**config.mk**
```make
export PLATFORM = sky130hd
export DESIGN_NAME = seg_scan_decoder
export DESIGN_NICKNAME = d
export VERILOG_FILES = /design/src/rtl/seg_scan_pkg.sv /design/src/rtl/seg7_to_bcd.sv /design/src/rtl/seg_scan_decoder.sv
export SDC_FILE = /design/constraint.sdc
export NUM_CORES = 1
export LEC_CHECK = 0
export BUFFER_PORTS_ARGS = -buffer_cell sky130_fd_sc_hd__buf_2
export CELL_PAD_IN_SITES_DETAIL_PLACEMENT = 0
export CELL_PAD_IN_SITES_GLOBAL_PLACEMENT = 1
export CORE_MARGIN = 2
export CORE_UTILIZATION = 45
export CTS_BUF_LIST = sky130_fd_sc_hd__clkbuf_16
export CTS_CLUSTER_DIAMETER = 80
export CTS_CLUSTER_SIZE = 16
export DETAILED_ROUTE_END_ITERATION = 16
export PLACE_DENSITY = 0.74
export SETUP_SLACK_MARGIN = 0.05
export SYNTH_ARGS = -nofsm -noshare
export SYNTH_HDL_FRONTEND = slang
export SYNTH_SLANG_ARGS = --single-unit
```
**constraint.sdc**
```tcl
create_clock -name clk -period 2.86 [get_ports clk]
set_input_delay 0.572 -clock clk [delete_from_list [all_inputs] [get_ports clk]]
set_output_delay 0.572 -clock clk [all_outputs]
set_load 0.1 [all_outputs]
```
**src/rtl/seg_scan_pkg.sv**
```systemverilog
// ============================================================================
// Module   : seg_scan_pkg
// Purpose  : Shared constants and types for the 7-segment scan decoder:
//            segment patterns for digits 0-9, slot select codes, special
//            output codes and the slot FSM state type.
// Revision : 1.0 - initial release
// ============================================================================
`default_nettype none

package seg_scan_pkg;

    // Segment patterns, bit0=a .. bit6=g, bit7=dp (active-high)
    localparam logic [7:0] SEG_0 = 8'h3F;
    localparam logic [7:0] SEG_1 = 8'h06;
    localparam logic [7:0] SEG_2 = 8'h5B;
    localparam logic [7:0] SEG_3 = 8'h4F;
    localparam logic [7:0] SEG_4 = 8'h66;
    localparam logic [7:0] SEG_5 = 8'h6D;
    localparam logic [7:0] SEG_6 = 8'h7D;
    localparam logic [7:0] SEG_7 = 8'h07;
    localparam logic [7:0] SEG_8 = 8'h7F;
    localparam logic [7:0] SEG_9 = 8'h6F;

    // Active-low digit select codes
    localparam logic [7:0] CAT_UNITS = 8'hFE;
    localparam logic [7:0] CAT_TENS  = 8'hFD;

    // Non-numeric output codes
    localparam logic [3:0] BLANK = 4'hE;
    localparam logic [3:0] ERR   = 4'hF;

    typedef enum logic [1:0] {
        SYNC   = 2'd0,
        SETTLE = 2'd1,
        HOLD   = 2'd2
    } state_e;

    // True when the digit-select code addresses one of the two slots
    function automatic logic is_slot(input logic [7:0] cat_code);
        return (cat_code == CAT_UNITS) || (cat_code == CAT_TENS);
    endfunction

endpackage

`default_nettype wire

```
**src/rtl/seg7_to_bcd.sv**
```systemverilog
// ============================================================================
// Module   : seg7_to_bcd
// Purpose  : Combinational 7-segment pattern to BCD decoder.
//            0x00 decodes to BLANK; any pattern outside the digit table
//            decodes to ERR and raises illegal_o.
// Ports    : pat_i     [7:0] segment pattern (bit7 = dp)
//            code_o    [3:0] BCD digit, BLANK or ERR
//            illegal_o       pattern is not a digit and not blank
// Revision : 1.0 - initial release
// ============================================================================
`default_nettype none

module seg7_to_bcd
    import seg_scan_pkg::*;
(
    input  logic [7:0] pat_i,
    output logic [3:0] code_o,
    output logic       illegal_o
);

    always_comb begin
        code_o    = ERR;
        illegal_o = 1'b0;
        case (pat_i)
            SEG_0:   code_o = 4'd0;
            SEG_1:   code_o = 4'd1;
            SEG_2:   code_o = 4'd2;
            SEG_3:   code_o = 4'd3;
            SEG_4:   code_o = 4'd4;
            SEG_5:   code_o = 4'd5;
            SEG_6:   code_o = 4'd6;
            SEG_7:   code_o = 4'd7;
            SEG_8:   code_o = 4'd8;
            SEG_9:   code_o = 4'd9;
            8'h00:   code_o = BLANK;
            default: begin
                code_o    = ERR;
                illegal_o = 1'b1;
            end
        endcase
    end

endmodule

`default_nettype wire

```
**src/rtl/seg_scan_decoder.sv**
```systemverilog
// ============================================================================
// Module   : seg_scan_decoder
// Purpose  : Monitors a multiplexed two-digit 7-segment bus, waits for each
//            scan slot to settle, decodes it and publishes {tens,units}
//            frames with change/zero/blank/error/stale status.
// Ports    : clk, rst (async, active-high)
//            cat [7:0]  digit select, active-low (FE = units, FD = tens)
//            seg [7:0]  segments, active-high, bit7 = dp
//            d1/d2 [3:0] published units/tens code
//            frame_valid, changed  one-cycle pulses on publish
//            zero, blank           levels derived from d1/d2
//            err                   sticky illegal-pattern flag
//            stale                 no cat transition for WDOG_CYC cycles
// Config   : SEG_DP_IGNORE_EN - when defined, the decimal point bit is
//            masked before decode so a lit dp is legal.
// Revision : 1.0 - initial release
// ============================================================================
`default_nettype none

module seg_scan_decoder
    import seg_scan_pkg::*;
#(
    parameter int STABLE_CYC = 4,
    parameter int WDOG_CYC   = 4096
) (
    input  logic       clk,
    input  logic       rst,
    input  logic [7:0] cat,
    input  logic [7:0] seg,
    output logic [3:0] d1,
    output logic [3:0] d2,
    output logic       frame_valid,
    output logic       changed,
    output logic       zero,
    output logic       blank,
    output logic       err,
    output logic       stale
);

    localparam int              WD_W       = $clog2(WDOG_CYC + 1);
    localparam logic [3:0]      STABLE_LIM = 4'(STABLE_CYC);
    localparam logic [WD_W-1:0] WDOG_LIM   = WD_W'(WDOG_CYC);

    // Registered inputs and their one-cycle-older copies
    logic [7:0]      cat_q, seg_q, cat_p_q, seg_p_q;
    state_e          state_q, state_d;
    logic [3:0]      cnt_q, cnt_d;
    logic [1:0]      cap_q, cap_d;          // bit0 = units, bit1 = tens
    logic [3:0]      units_q, units_d, tens_q, tens_d;
    logic [3:0]      d1_q, d1_d, d2_q, d2_d;
    logic            fv_q, fv_d, chg_q, chg_d;
    logic            err_q, err_d;
    logic            pub_q, pub_d;          // at least one frame published
    logic [WD_W-1:0] wd_q, wd_d;

    logic       cat_chg, seg_chg, capture, is_units, publish;
    logic [1:0] mask_new;
    logic [7:0] dec_in;
    logic [3:0] dec_code;
    logic       dec_ill;

    assign cat_chg = (cat_q != cat_p_q);
    assign seg_chg = (seg_q != seg_p_q);

`ifdef SEG_DP_IGNORE_EN
    assign dec_in = {1'b0, seg_q[6:0]};
`else
    assign dec_in = seg_q;
`endif

    // Decodes the value being captured; the slot registers hold codes.
    seg7_to_bcd u_dec (
        .pat_i     (dec_in),
        .code_o    (dec_code),
        .illegal_o (dec_ill)
    );

    // Slot FSM. A change always wins over reaching the stable count.
    always_comb begin
        state_d = state_q;
        cnt_d   = cnt_q;
        capture = 1'b0;
        case (state_q)
            SYNC: begin
                if (is_slot(cat_q)) begin
                    state_d = SETTLE;
                    cnt_d   = 4'd1;
                end
            end
            SETTLE: begin
                if (cat_chg || seg_chg) begin
                    if (is_slot(cat_q)) begin
                        cnt_d = 4'd1;
                    end else begin
                        state_d = SYNC;
                        cnt_d   = 4'd0;
                    end
                end else if ((cnt_q + 4'd1) >= STABLE_LIM) begin
                    capture = 1'b1;
                    state_d = HOLD;
                    cnt_d   = 4'd0;
                end else begin
                    cnt_d = cnt_q + 4'd1;
                end
            end
            HOLD: begin
                if (cat_chg) begin
                    if (is_slot(cat_q)) begin
                        state_d = SETTLE;
                        cnt_d   = 4'd1;
                    end else begin
                        state_d = SYNC;
                        cnt_d   = 4'd0;
                    end
                end
            end
            default: begin
                state_d = SYNC;
                cnt_d   = 4'd0;
            end
        endcase
    end

    // Frame assembly, flags and watchdog
    always_comb begin
        is_units = (cat_q == CAT_UNITS);
        mask_new = cap_q | (is_units ? 2'b01 : 2'b10);
        units_d  = (capture && is_units)  ? dec_code : units_q;
        tens_d   = (capture && !is_units) ? dec_code : tens_q;
        publish  = capture && (mask_new == 2'b11);
        cap_d    = cap_q;
        d1_d     = d1_q;
        d2_d     = d2_q;
        fv_d     = 1'b0;
        chg_d    = 1'b0;
        pub_d    = pub_q;
        if (capture) begin
            cap_d = publish ? 2'b00 : mask_new;
        end
        if (publish) begin
            d1_d  = units_d;
            d2_d  = tens_d;
            fv_d  = 1'b1;
            chg_d = !pub_q || ({tens_d, units_d} != {d2_q, d1_q});
            pub_d = 1'b1;
        end
        err_d = err_q | (capture & dec_ill);
        wd_d  = wd_q;
        if (cat_chg) begin
            wd_d = '0;
        end else if (wd_q != WDOG_LIM) begin
            wd_d = wd_q + 1'b1;
        end
    end

    always_ff @(posedge clk or posedge rst) begin
        if (rst) begin
            cat_q   <= 8'hFF;
            seg_q   <= 8'h00;
            cat_p_q <= 8'hFF;
            seg_p_q <= 8'h00;
            state_q <= SYNC;
            cnt_q   <= 4'd0;
            cap_q   <= 2'b00;
            units_q <= BLANK;
            tens_q  <= BLANK;
            d1_q    <= BLANK;
            d2_q    <= BLANK;
            fv_q    <= 1'b0;
            chg_q   <= 1'b0;
            err_q   <= 1'b0;
            pub_q   <= 1'b0;
            wd_q    <= '0;
        end else begin
            cat_q   <= cat;
            seg_q   <= seg;
            cat_p_q <= cat_q;
            seg_p_q <= seg_q;
            state_q <= state_d;
            cnt_q   <= cnt_d;
            cap_q   <= cap_d;
            units_q <= units_d;
            tens_q  <= tens_d;
            d1_q    <= d1_d;
            d2_q    <= d2_d;
            fv_q    <= fv_d;
            chg_q   <= chg_d;
            err_q   <= err_d;
            pub_q   <= pub_d;
            wd_q    <= wd_d;
        end
    end

    assign d1          = d1_q;
    assign d2          = d2_q;
    assign frame_valid = fv_q;
    assign changed     = chg_q;
    assign err         = err_q;
    assign stale       = (wd_q == WDOG_LIM);
    // Derived from the published digits, so blank reads 1 while both are BLANK after reset
    assign zero        = (d1_q == 4'd0) && (d2_q == 4'd0);
    assign blank       = (d1_q == BLANK) || (d2_q == BLANK);

endmodule

`default_nettype wire

```
; ---- Word level (Yosys, flattened, before mapping)
; Cells that the tools add are included.
[op_classes]
add_sub_neg = 2
n_lt_le_gt_ge = 1
eq_ne = 26
muxes = 26
bitwise = 3
reduce_logical = 18
[ops]
columns = operator, count
row1 = "8-bit by 7-bit == test with 1-bit output, second input constant", 7
row2 = 4-bit case mux with 11 select lines, 1
row3 = 13-bit 2-to-1 mux, 2
row4 = 4-bit 2-to-1 mux, 6
row5 = 8-bit != test, 3
row6 = "8-bit by 3-bit == test with 1-bit output, second input constant", 2
row7 = "8-bit == test, second input constant", 2
row8 = 2-bit 2-to-1 mux, 7
row9 = "13-bit by 1-bit adder with 13-bit output, second input constant", 1
row10 = "13-bit == test, second input constant", 1
row11 = "13-bit != test, second input constant", 1
row12 = 4-bit case mux with 3 select lines, 1
row13 = 11-bit OR reduction, 1
row14 = "4-bit == test, second input constant", 2
row15 = "8-bit by 6-bit == test with 1-bit output, second input constant", 1
row16 = 4-bit zero test, 2
row17 = 8-bit zero test, 1
row18 = 1-bit 2-to-1 mux, 8
row19 = "3-bit != test, second input constant", 2
row20 = 2-bit case mux with 3 select lines, 1
row21 = "4-bit by 1-bit adder with 4-bit output, second input constant", 1
row22 = "2-bit == test, second input constant", 2
row23 = "4-bit by 3-bit >= comparator with 1-bit output, second input constant", 1
row24 = 1-bit logical AND, 4
row25 = other kinds (11), 16
[totals]
regBits = 73
input_bits = 18
out_inout_bits = 14
elab_cells = 92

; ---- Depth between registers and ports, before layout
; Gate-level depths: netlist of run 1.
[depth]
word_depth = 10
ltp_mapped = 9
depth_no_buf = 9

; ---- Modules after synthesis
; A second synthesis of run 1 with hierarchy kept.
[hier_totals]
cells_unflattened = 308
hier_area_um2 = 3443.3
[by_module_without_submodules]
columns = module, instances, cells_each, area_per_inst_um2, seq_area_each_um2
row1 = seg_scan_decoder, 1, 269, 3179.3, 1861.8
row2 = seg7_to_bcd, 1, 39, 264.0, 0.0

; ---- Worst setup path after synthesis of run 1
; Ideal clock, no wire load.
[synth_path]
path_type = register -> output
from = register d2_q[1], in the netlist d2[1]
to = output blank
arrival_time_ns = 3.280
required_ns = 2.288
slack_ns = -0.992
path_stages_with_launch = 3
path_buffers = 0
cell_sequence = dfstp_2 -> inv_1 -> o31ai_1
[synth_between]
elab_chain_len = 2
[synth_rtl]
columns = element, line_no
row1 = "start, declared", seg_scan_decoder.sv:50  ; logic [3:0] d1_q, d1_d, d2_q, d2_d;
row2 = "start signal, assigned", seg_scan_decoder.sv:168  ; d2_q <= BLANK;
row3 = "start signal, assigned", seg_scan_decoder.sv:185  ; d2_q <= d2_d;
row4 = 4-bit == test, seg_scan_decoder.sv:202  ; assign blank = (d1_q == BLANK) || (d2_q == BLANK);
row5 = 1-bit logical OR, seg_scan_decoder.sv:202
row6 = "end, declared", seg_scan_decoder.sv:35  ; output logic blank,
; Every way passes these cells.

; ---- Worst setup path in the final report of run 1
[layout_path]
from = register cat_q[5]
to = register chg_q, in the netlist changed
[layout_between]
elab_chain_len = 9
elab_cells_between_ends = 17
classes_between = eq/ne (4) / mux (6) / bitwise (1) / reduce/logical (6)
[layout_rtl]
columns = element, line_no
row1 = "start, declared", seg_scan_decoder.sv:45  ; logic [7:0] cat_q, seg_q, cat_p_q, seg_p_q;
row2 = "start signal, assigned", seg_scan_decoder.sv:175  ; cat_q <= cat;
row3 = 8-bit != test, seg_scan_decoder.sv:62  ; assign cat_chg = (cat_q != cat_p_q);
row4 = 1-bit logical OR, seg_scan_decoder.sv:91  ; if (cat_chg || seg_chg) begin
row5 = 1-bit 2-to-1 mux, seg_scan_decoder.sv:91
row6 = 1-bit 2-to-1 mux, seg_scan_decoder.sv:83  ; case (state_q)
row7 = 1-bit logical AND (on tied branches), "seg_scan_decoder.sv:128, seg_scan_decoder.sv:129"
row8 = 4-bit 2-to-1 mux (on tied branches), "seg_scan_decoder.sv:128, seg_scan_decoder.sv:129"
row9 = 8-bit != test, seg_scan_decoder.sv:144  ; chg_d = !pub_q || ({tens_d, units_d} != {d2_q, d1_q});
row10 = 1-bit logical OR, seg_scan_decoder.sv:144
row11 = 1-bit 2-to-1 mux *, seg_scan_decoder.sv:140  ; if (publish) begin
row12 = named net chg_d, seg_scan_decoder.sv:51  ; logic fv_q, fv_d, chg_q, chg_d;
row13 = "end signal, assigned", seg_scan_decoder.sv:187  ; chg_q <= chg_d;
row14 = "end, declared", seg_scan_decoder.sv:51
; Mark *: on every way through the listed nets, which the timed path passes. The rest lies on a longest branch.
; A chain may end at the register's enable or synchronous reset.

==> metrics.yaml, run 1 <==
yosys:
  syn_avg_cell_area_um2: 11.6
  synth_edf_count: 0
  synth_area_leader_cell: "dfrtp_1"
  netlist_instances: 299
  synth_mux_area_share_pct: 5.53
  synth_cell_types: 55
  synthArstFlopShare_pct: 100
  yosysTopAreaCellShare_pct: 32.5
  seq_area_frac_synth_pct: 53.8
  yosys.area_share.simple_pct: 19.4
  synth_adder_area_share_pct: 1.08
  ys_seq_elements: 73
  yosysWarnings: 0
  synth-compound-area-share_pct: 8.46
  synth_top_family_by_area: "simple AND/OR/NAND/NOR gates"
  synth_area_leaders: "dfrtp_1 33%, dfstp_2 21%, xor2_1 6.3%"
  synthFlopType: "dfrtp_1"
  synth_xor_area_share_pct: 9.29
  syn_nets: 320
  syn_area_mm2: 0.00346
critical_path:
  crit_chain: "xor2_1, nor4_4, nand4_4, nor3_4, mux2i_1, xnor2_1, nor4b_2, a41oi_1"
  path_buf_inv: 0
  start_kind: "flop"
  critPathKind: "flop to flop"
  crit_family: "simple AND/OR/NAND/NOR gates"
  crit_path_end_kind: "flop"
  crit_slowest_cell: "dfstp_2"
  startpoint: "cat_q[5]"
  r2r-start: "cat_q[5]"
  critical_path_arrival_ps: 2850
  crit_path_max_fanout: 4
  ff2ff_path_depth: 8
  max_stage_delay_ps: 560
  r2r_setup_slack_ps: 200
  critPathRequiredTime_ps: 3050
  reg2reg_to: "changed"
placed_design:
  dp_hpwl_um: 4670
  place_congestion: 0.840
  port_buffers: 31
floorplan:
  die_area_mm2: 0.00841
  die_x_um: 91.7
  start_util_pct: 47.2
  core_area_mm2: 0.00733
  die-height_um: 91.7
  rows: 31
  io_pins: 32
detailed_routing:
  drt-initial-drc-count: 90
  vias: 2348
  drc: 0
  wl_met3_um: 242
  routed_wl_um: 6620
  route.top_layer_used: "met4"
  antenna_left: 0
  drt_pass1_iterations: 4
  dr_wl_met2_um: 3100
  wl_per_cell_um: 14.7
  drt-met1-wl_um: 3180
  vias_per_cell: 5.21
clocking:
  clk_pin_slew_worst_paths_ps: 60
  cts_buffers: 9
  htree_levels: 3
  clockBufferDepth: 2
  clockRootBuffer: "clkbuf_16"
  insertion_delay_ps: 330
  cts_sinks: 73
  cts_tree: "built"
sta:
  rsz0062_at_grt: "no"
  fin_crit_sh_pct: 93.1
  slew_headroom_pct: 59.5
  fmax_ghz: 0.376
  fin_skew_ps: 4.89
  slew_violations: 0
  period_minus_slack_ps: 2660
  hold_viol_final: 0
  worst_slew_pin_slew_ps: 606
  setup_viol: 0
grt:
  grt_antenna_before_repair: 0
  grt_pass1_vias: 2390
  grt_max_degree: 35
  grt_overflow: 0
  grt_usage_pct: 17.7
  grt_pass1_wl_um: 11700
power:
  ir_drop_uv: 299
  power_density_mw_per_mm2: 554
  power_leakage_nw: 1.78
  power.total_mw: 2.30
run_status:
  outcome: "completed"
flow_run:
  maxCapViolCount: 0
finish:
  synthToLayoutAreaGrowth_pct: 19.9
  drive_above_1_share_pct: 33.8
  nets: 368
  diodes: 0
  final_util_pct: 56.6
min_path:
  hp-class: "input pin to asynchronous set/reset pin"
## metrics by stage
stage               hold WS [ps]  setup TNS (ps)  setup WS [ps]  cells  area, µm²
detailed placement           374               0           78.3    434       3810
global placement             372               0            176    434       3810
finish                       310               0            197    451       4150
floorplan                    366            -135           -135    299       3470
global route                 330               0           15.5    451       4150
CTS                          325               0           59.4    450       4100
## synthesized netlist by cell type, drive strengths merged, types with 2 or more instances
master   n
o31ai    2
and2     3
a31oi    2
or4      4
a21oi    9
o22ai    2
a211oi   4
xor2    27
nand4    7
buf      5
nand3b   2
a211o    2
clkbuf   2
nand3    7
mux2    14
a41oi    2
xnor2    8
o21ai    7
nand2b   3
ha       3
nand2   24
or3      4
dfstp   28
nor4     7
nor4b    4
a221oi   2
mux2i    3
nor2    27
and4b    2
inv     11
nand4b   2
nor3     9
dfrtp   45
nor3b    2
## power by group
group          total, mW  internal (mW)  leakage, nW  switching (mW)
clock network       1.08          0.664        0.134           0.415
logic              0.116         0.0484        0.769          0.0673
registers           1.10           1.07        0.881          0.0329
## how the worst max path moves through the flow
stage | end | cells past startpoint | slack [ps]
final | changed | 8 | 200
after global routing | changed | 9 | 20
after CTS | changed | 8 | 60
after detailed placement | changed | 8 | 80
after global placement | changed | 8 | 180
after floorplan | blank | 2 | -140
## area by class of cell
type | instances | area [µm²]
repair buffers | 44 | 265
inverters | 12 | 45.0
clock inverters | 7 | 61.3
flip-flops and latches | 73 | 1860
fillers | 612 | 3180
well taps | 99 | 124
clock buffers | 9 | 225
multi-input cells | 207 | 1560
## timing repair
item                                    in CTS  in global routing
gates resized for setup                      0                  8
hold buffers                                 0                  0
buffers inserted                             0                  1
endpoints found under the setup margin       0                  1
## cell families (layout without fill, tap and decap cells)
group                      after synthesis  in the layout
and+or+nand+nor                        110            110
DFF                                     73             73
AOI/OAI and AO/OA                       42             42
xor gates and xnor gates                35             35
buffers and inverters                   19             72
muxes                                   17             17
adders and majority gates                3              3
## state kept, by name, indices dropped and copies added (netlist names), 2 cells and up
signal	cells
cap_q	2
cat_p_q	8
cat_q	8
cnt_q	4
d1	4
d2	4
dec_in	8
seg_p_q	8
state_q	2
tens_q	4
units_q	4
wd_q	13
## per-layer routing
metal  vias up  track usage [%]
met1      1143             24.2
met3        10             5.09
li1       1155                -
met5         -                0
met2        40             27.4
met4         0             5.68
## cells in the final DEF (no fill, tap or decap), types with 3 or more instances in the layout
cell type and count:
nand2b_1 3, or4_1 4, or3_1 4, nor4_4 4, a211oi_1 3, nor2_1 26
dfrtp_1 44, nand3_1 7, buf_4 12, nand4_1 6, xor2_1 25, clkbuf_16 9
dfstp_2 28, nor4b_1 3, nand2_1 24, mux2_2 13, o21ai_0 7, inv_1 10
xnor2_1 8, ha_1 3, buf_2 31, clkinv_1 4, nor3_1 7, and2_1 3
a21oi_1 9, nor4_1 3
Power figures use the tool's default switching activity.
==> inputs of run 2 (changes only) <==
- clock period: 2.86 -> 2.5 ns (I/O delays scaled with it)
==> run 2 against run 1 <==
- the run now ends with setup timing left
- critical path type unchanged
- largest power group unchanged
- global-route usage down 0.073 points
- clock skew rose by 2.2 ps
- critical path depth is the same
- register-to-register slack worse by 240 ps
- sequential cell count unchanged
- sequential power is 15% higher
==> metrics.yaml, run 2 (synthesized netlist as in run 1, its figures left out) <==
clocking:
  cts_tree: "built"  # unchanged
  htree_levels: 3  # unchanged
  insertion_delay_ps: 320  # was 330 ps
  hold_buffers: 0  # unchanged
  clockBufferDepth: 2  # unchanged
  cts_sinks: 73  # unchanged
  cts_buffers: 9  # unchanged
  clk_pin_slew_worst_paths_ps: 50  # was 60 ps
  clockRootBuffer: "clkbuf_16"  # unchanged
sta:
  setup_viol: 1  # was 0
  worst_slack_ps: -43.8  # was 197 ps
  fmax_ghz: 0.393  # was 0.376 GHz
  worst_slew_pin_slew_ps: 570  # was 606 ps
  fin_crit_sh_pct: 102  # was 93.1%
  rsz0062_at_grt: "yes"  # was no
  hold_viol_final: 0  # unchanged
  slew_violations: 0  # unchanged
  fin_skew_ps: 7.11  # was 4.89 ps
  period_minus_slack_ps: 2540  # was 2660 ps
  slew_headroom_pct: 61.9  # was 59.5%
floorplan:
  start_util_pct: 47.2  # unchanged
  die-height_um: 91.7  # unchanged
  die_area_mm2: 0.00841  # unchanged
  die_x_um: 91.7  # unchanged
  rows: 31  # unchanged
  core_area_mm2: 0.00733  # unchanged
  io_pins: 32  # unchanged
grt:
  grt_usage_pct: 17.7  # about the same
  grt_pass1_vias: 2498  # was 2,390
  grt_max_degree: 49  # was 35
  grt_antenna_before_repair: 0  # unchanged
  grt_overflow: 0  # unchanged
  grt_pass1_wl_um: 11800  # was 11,700 µm
critical_path:
  crit_path_end_kind: "flop"  # unchanged
  critPathRequiredTime_ps: 2690  # was 3050 ps
  crit_path_max_fanout: 4  # unchanged
  critical_path_arrival_ps: 2730  # was 2850 ps
  start_kind: "flop"  # unchanged
  critPathKind: "flop to flop"  # unchanged
detailed_routing:
  vias: 2458  # was 2,348
  antenna_left: 0  # unchanged
  drt_pass1_iterations: 4  # unchanged
  drt-initial-drc-count: 94  # was 90
  routed_wl_um: 6890  # was 6620 µm
  vias_per_cell: 5.10  # was 5.21
  drc: 0  # unchanged
  wl_per_cell_um: 14.3  # was 14.7 µm
finish:
  diodes: 0  # unchanged
  postLayoutCellArea_mm2: 0.00445  # was 0.00415 mm²
  final_common_cell: "dfrtp_1"  # unchanged
  nFillCells: 600  # was 612
  regMostFlops: "wd_q"  # unchanged
  final_util_pct: 60.7  # was 56.6%
  stdcell_count: 482  # was 451
  synthToLayoutAreaGrowth_pct: 28.6  # was 19.9%
  nets: 399  # was 368
  multi_input_area_mm2: 0.00164  # was 0.00156 mm²
  drive_above_1_share_pct: 41.0  # was 33.8%
  largest_reg_flops: 13  # unchanged
  regArea_mm2: 0.00187  # was 0.00186 mm²
  final_cell_mix: "41 x dfrtp_1, 40 x buf_4, 29 x buf_2"  # was 44 x dfrtp_1, 31 x buf_2, 28 x dfstp_2
placed_design:
  port_buffers: 31  # unchanged
  place_congestion: 0.824  # was 0.840
  dp.cells: 460  # was 434
  dp_hpwl_um: 4890  # was 4670 µm
  placed_cell_area_mm2: 0.00404  # was 0.00381 mm²
power:
  pwr-share-clk_pct: 42.9  # was 46.9%
  p_int_mw: 1.95  # was 1.78 mW
  power.total_mw: 2.48  # was 2.30 mW
  power.switching_mw: 0.539  # was 0.515 mW
  power_density_mw_per_mm2: 558  # was 554 mW/mm²
  swShare_pct: 21.7  # was 22.4%
  power_leakage_nw: 1.97  # was 1.78 nW
  power_frac_comb_pct: 6.5  # was 5.0%
  power_frac_seq_pct: 50.6  # was 48.0%
  ir_drop_uv: 444  # was 299 µV
run_status:
  outcome: "complete, but fails checks"  # was completed
  violations: "setup timing"
flow_run:
  maxCapViolCount: 0  # unchanged
min_path:
  hp-class: "input pin to asynchronous set/reset pin"  # unchanged
run 2: power groups by stage:
stage / combinational (mW) / clock [mW] / sequential, mW
2_1_floorplan: 0.0988 / 0 / 1.27
3_3_place_gp: 0.156 / 0 / 1.27
3_5_place_dp: 0.160 / 0 / 1.27
4_1_cts: 0.163 / 1.11 / 1.26
5_1_grt: 0.178 / 1.17 / 1.26
6_report: 0.160 / 1.07 / 1.26
run 2: worst paths after layout:
check | from | to | slack [ps] | depth (start not counted)
worst max-delay path | cat_q[4] | changed | -40 | 8
worst min-delay path | rst | wd_q[1] | 230 | 2
worst max register to register | cat_q[4] | changed | -40 | 8
worst min register to register | cat_q[7] | cat_p_q[7] | 380 | 0
max in group asynchronous | rst | cat_q[5] | 1570 | 3
min in group clk | cat[4] | cat_q[4] | 280 | 1
run 2: routing by layer:
metal	up-vias	track usage, %	part of all wire (%)
met4	0	5.93	1.1
met5	-	0	0
met3	7	4.52	2.3
met1	1204	22.8	46
met2	28	29.0	51
li1	1219	-	-
run 2: what timing repair did:
item                                    4_1_cts  5_1_grt
endpoints found under the setup margin        2        7
gates resized for setup                       6       22
buffers inserted                              1        5
pin swaps                                     2        8
run 2: critical path: stages, from the launching register on:
cell	delay, ps
dfstp_2	560
xor2_2	90
nor4_4	400
nand4_4	190
nor3_4	300
mux2i_1	360
xnor2_1	140
a211oi_2	240
a41oi_1	130
run 2: metrics by stage:
stage                     worst slack, ps  hold slack (ps)  setup TNS (ps)
final                               -43.8              232           -43.8
after floorplan                      33.7              366               0
after CTS                           -2.97              245           -2.97
after global routing                 -180              261            -226
after global placement              -47.0              371           -47.0
after detailed placement             -111              373            -111
run 2: layout make-up:
| cell class | count | share of cell area [%] |
|---|---|---|
| Timing Repair Buffer | 75 | 11.6 |
| Clock buffer | 9 | 5.06 |
| Clock inverter | 7 | 0.591 |
| Inverter | 12 | 1.01 |
| Multi-Input combinational cell | 207 | 36.9 |
| Tap cell | 99 | 2.78 |
| Sequential cell | 73 | 42.0 |
==> inputs of run 3 (changes only) <==
- CORE_ASPECT_RATIO: default -> 0.7
- PLACE_DENSITY: 0.74 -> default
- PLACE_DENSITY_LB_ADDON: default -> 0.1
- clock period: 2.5 -> 2.6 ns (I/O delays scaled with it)
==> run 3 against run 2 <==
- the run now ends clean
- via count fell by 0.77%
- critical path depth rose by 2
- cell count fell by 0.41%
- design area rose by 0.23%
- utilization fell by 0.31 points
- clock power rose by 4%
- worst setup slack improved by 100 ps
- clock skew fell by 0.99 ps
- die area rose by 0.14%
- sequential share of layout area fell by 0.15 points
- clock-buffer cell count did not move
- routed wire length rose by 1.3%
- highest routed layer unchanged
==> metrics.yaml, run 3 (synthesized netlist as in run 1, its figures left out) <==
flow_run:
  maxCapViolCount: 0  # unchanged
power:
  power_frac_seq_pct: 48.6  # was 50.6%
  swShare_pct: 23.6  # was 21.7%
  power_frac_comb_pct: 6.6  # was 6.5%
  ir_drop_uv: 491  # was 444 µV
  pwr-share-clk_pct: 44.8  # was 42.9%
  power_density_mw_per_mm2: 557  # was 558 mW/mm²
  power.switching_mw: 0.586  # was 0.539 mW
  p_int_mw: 1.90  # was 1.95 mW
  power_leakage_nw: 1.96  # was 1.97 nW
detailed_routing:
  drt-initial-drc-count: 104  # was 94
  vias: 2439  # was 2,458
  antenna_left: 0  # unchanged
  drc: 0  # unchanged
  vias_per_cell: 5.08  # was 5.10
  wl_per_cell_um: 14.5  # was 14.3 µm
  drt_pass1_iterations: 4  # unchanged
  routed_wl_um: 6980  # was 6890 µm
sta:
  slew_violations: 0  # unchanged
  fin_skew_ps: 6.13  # was 7.11 ps
  fin_crit_sh_pct: 97.7  # was 102%
  rsz0062_at_grt: "yes"  # unchanged
  worst_slew_pin_slew_ps: 514  # was 570 ps
  period_minus_slack_ps: 2540  # about the same
  setup_viol: 0  # was 1
  holdWs_ps: 209  # was 232 ps
  slew_headroom_pct: 65.6  # was 61.9%
  fmax_ghz: 0.394  # was 0.393 GHz
  hold_viol_final: 0  # unchanged
placed_design:
  dp.cells: 458  # was 460
  dp_hpwl_um: 5000  # was 4890 µm
  place_congestion: 0.884  # was 0.824
  port_buffers: 31  # unchanged
floorplan:
  die_x_um: 109  # was 91.7 µm
  die-height_um: 77.4  # was 91.7 µm
  io_pins: 32  # unchanged
  rows: 26  # was 31
  die_area_mm2: 0.00842  # was 0.00841 mm²
  core_area_mm2: 0.00738  # was 0.00733 mm²
  start_util_pct: 46.8  # was 47.2%
critical_path:
  critical_path_arrival_ps: 2730  # about the same
  critPathRequiredTime_ps: 2800  # was 2690 ps
  path_buf_inv: 2  # was 0
  start_kind: "flop"  # unchanged
  crit_family: "simple AND/OR/NAND/NOR gates"  # unchanged
  crit_path_max_fanout: 5  # was 4
  crit_path_end_kind: "flop"  # unchanged
  max_stage_delay_ps: 440  # was 560 ps
  critPathKind: "flop to flop"  # unchanged
  crit_top_cell: "buf_6"
  r2r-start: "dec_in[7]"  # was cat_q[4]
  r2r_setup_slack_ps: 60  # was -40 ps
  crit_chain: "buf_6, xor2_2, nor4_4, nand4_4, nor3_4, buf_6, mux2_4, xor2_1, nor2_1, a41oi_2"  # was xor2_2, nor4_4, nand4_4, nor3_4, mux2i_1, xnor2_1, a211oi_2, a41oi_1
  startpoint: "dec_in[7]"  # was cat_q[4]
  crit_slowest_cell: "dfrtp_2"  # was dfstp_2
clocking:
  cts_buffers: 9  # unchanged
  cts_sinks: 73  # unchanged
  clockRootBuffer: "clkbuf_16"  # unchanged
  insertion_delay_ps: 330  # was 320 ps
  clk_pin_slew_worst_paths_ps: 60  # was 50 ps
  clockBufferDepth: 2  # unchanged
  cts_tree: "built"  # unchanged
  htree_levels: 3  # unchanged
  hold_buffers: 0  # unchanged
grt:
  grt_pass1_wl_um: 12000  # was 11,800 µm
  grt_overflow: 0  # unchanged
  grt_max_degree: 31  # was 49
  grt_pass1_vias: 2462  # was 2,498
  grt_usage_pct: 18.7  # was 17.7%
  grt_antenna_before_repair: 0  # unchanged
finish:
  diodes: 0  # unchanged
  final_cell_mix: "43 x dfrtp_1, 39 x buf_4, 30 x buf_2"  # was 41 x dfrtp_1, 40 x buf_4, 29 x buf_2
  stdcell_count: 480  # was 482
  nets: 398  # was 399
  drive_above_1_share_pct: 41.9  # was 41.0%
  largest_reg_flops: 13  # unchanged
  regMostFlops: "wd_q"  # unchanged
  final_common_cell: "dfrtp_1"  # unchanged
  synthToLayoutAreaGrowth_pct: 28.9  # was 28.6%
min_path:
  hp-class: "input pin to asynchronous set/reset pin"  # unchanged
run_status:
  outcome: "completed"  # was complete, but fails checks
-- run 3: cell types whose count changed in the layout (fill, tap and decap cells not counted), sizes merged --
cell | before | now
buf | 74 | 73
clkinv | 4 | 5
clkinvlp | 0 | 1
inv | 15 | 13
-- run 3: metal layers --
metal  part of all wire [%]  track usage [%]
met4                   0.86             4.62
met1                     52             27.5
met2                     42             26.6
met3                    4.6             6.39
met5                      0                0
-- run 3: per-stage QoR --
stage | utilization (%) | instance area, µm² | power (mW) | TNS [ps] | setup slack, ps
floorplan | - | 3480 | 1.31 | 0 | 66.3
global placement | 54.3 | 4010 | 1.38 | -89.7 | -89.7
detailed placement | 54.3 | 4010 | 1.38 | -58.7 | -58.7
CTS | 58.4 | 4310 | 2.52 | 0 | 54.6
global route | 60.4 | 4460 | 2.61 | -84.4 | -84.4
finish | 60.4 | 4460 | 2.48 | 0 | 60.5
-- run 3: path summary, 6_finish.rpt --
path / depth (start not counted) / to
worst min register to register: 0 / cat_p_q[7]
worst min-delay path: 2 / seg_p_q[7]
min in group clk: 1 / cat_q[2]
max in group asynchronous: 3 / cat_q[1]
worst max register to register: 10 / changed
worst max-delay path: 10 / changed
-- run 3: layout make-up --
type | count | area, µm²
Timing Repair Buffer | 74 | 504
Clock buffer | 9 | 225
Clock inverter | 7 | 45.0
Tap cell | 98 | 123
Fill cell | 605 | 2930
Sequential cell | 73 | 1860
Multi-Input combinational cell | 207 | 1650
Inverter | 12 | 45.0
-- run 3: what timing repair did --
action | in CTS | in global routing
endpoints found under the hold margin | 0 | 0
resized for setup | 6 | 20
pin swaps | 3 | 5
endpoints found under the setup margin | 2 | 3
buffers inserted | 1 | 5
-- run 3: power groups by stage --
stage	clock network, mW	registers, mW	logic (mW)
6_report	1.11	1.21	0.164
5_1_grt	1.21	1.21	0.183
4_1_cts	1.15	1.21	0.159
3_5_place_dp	0	1.22	0.156
3_3_place_gp	0	1.22	0.153
2_1_floorplan	0	1.22	0.0950
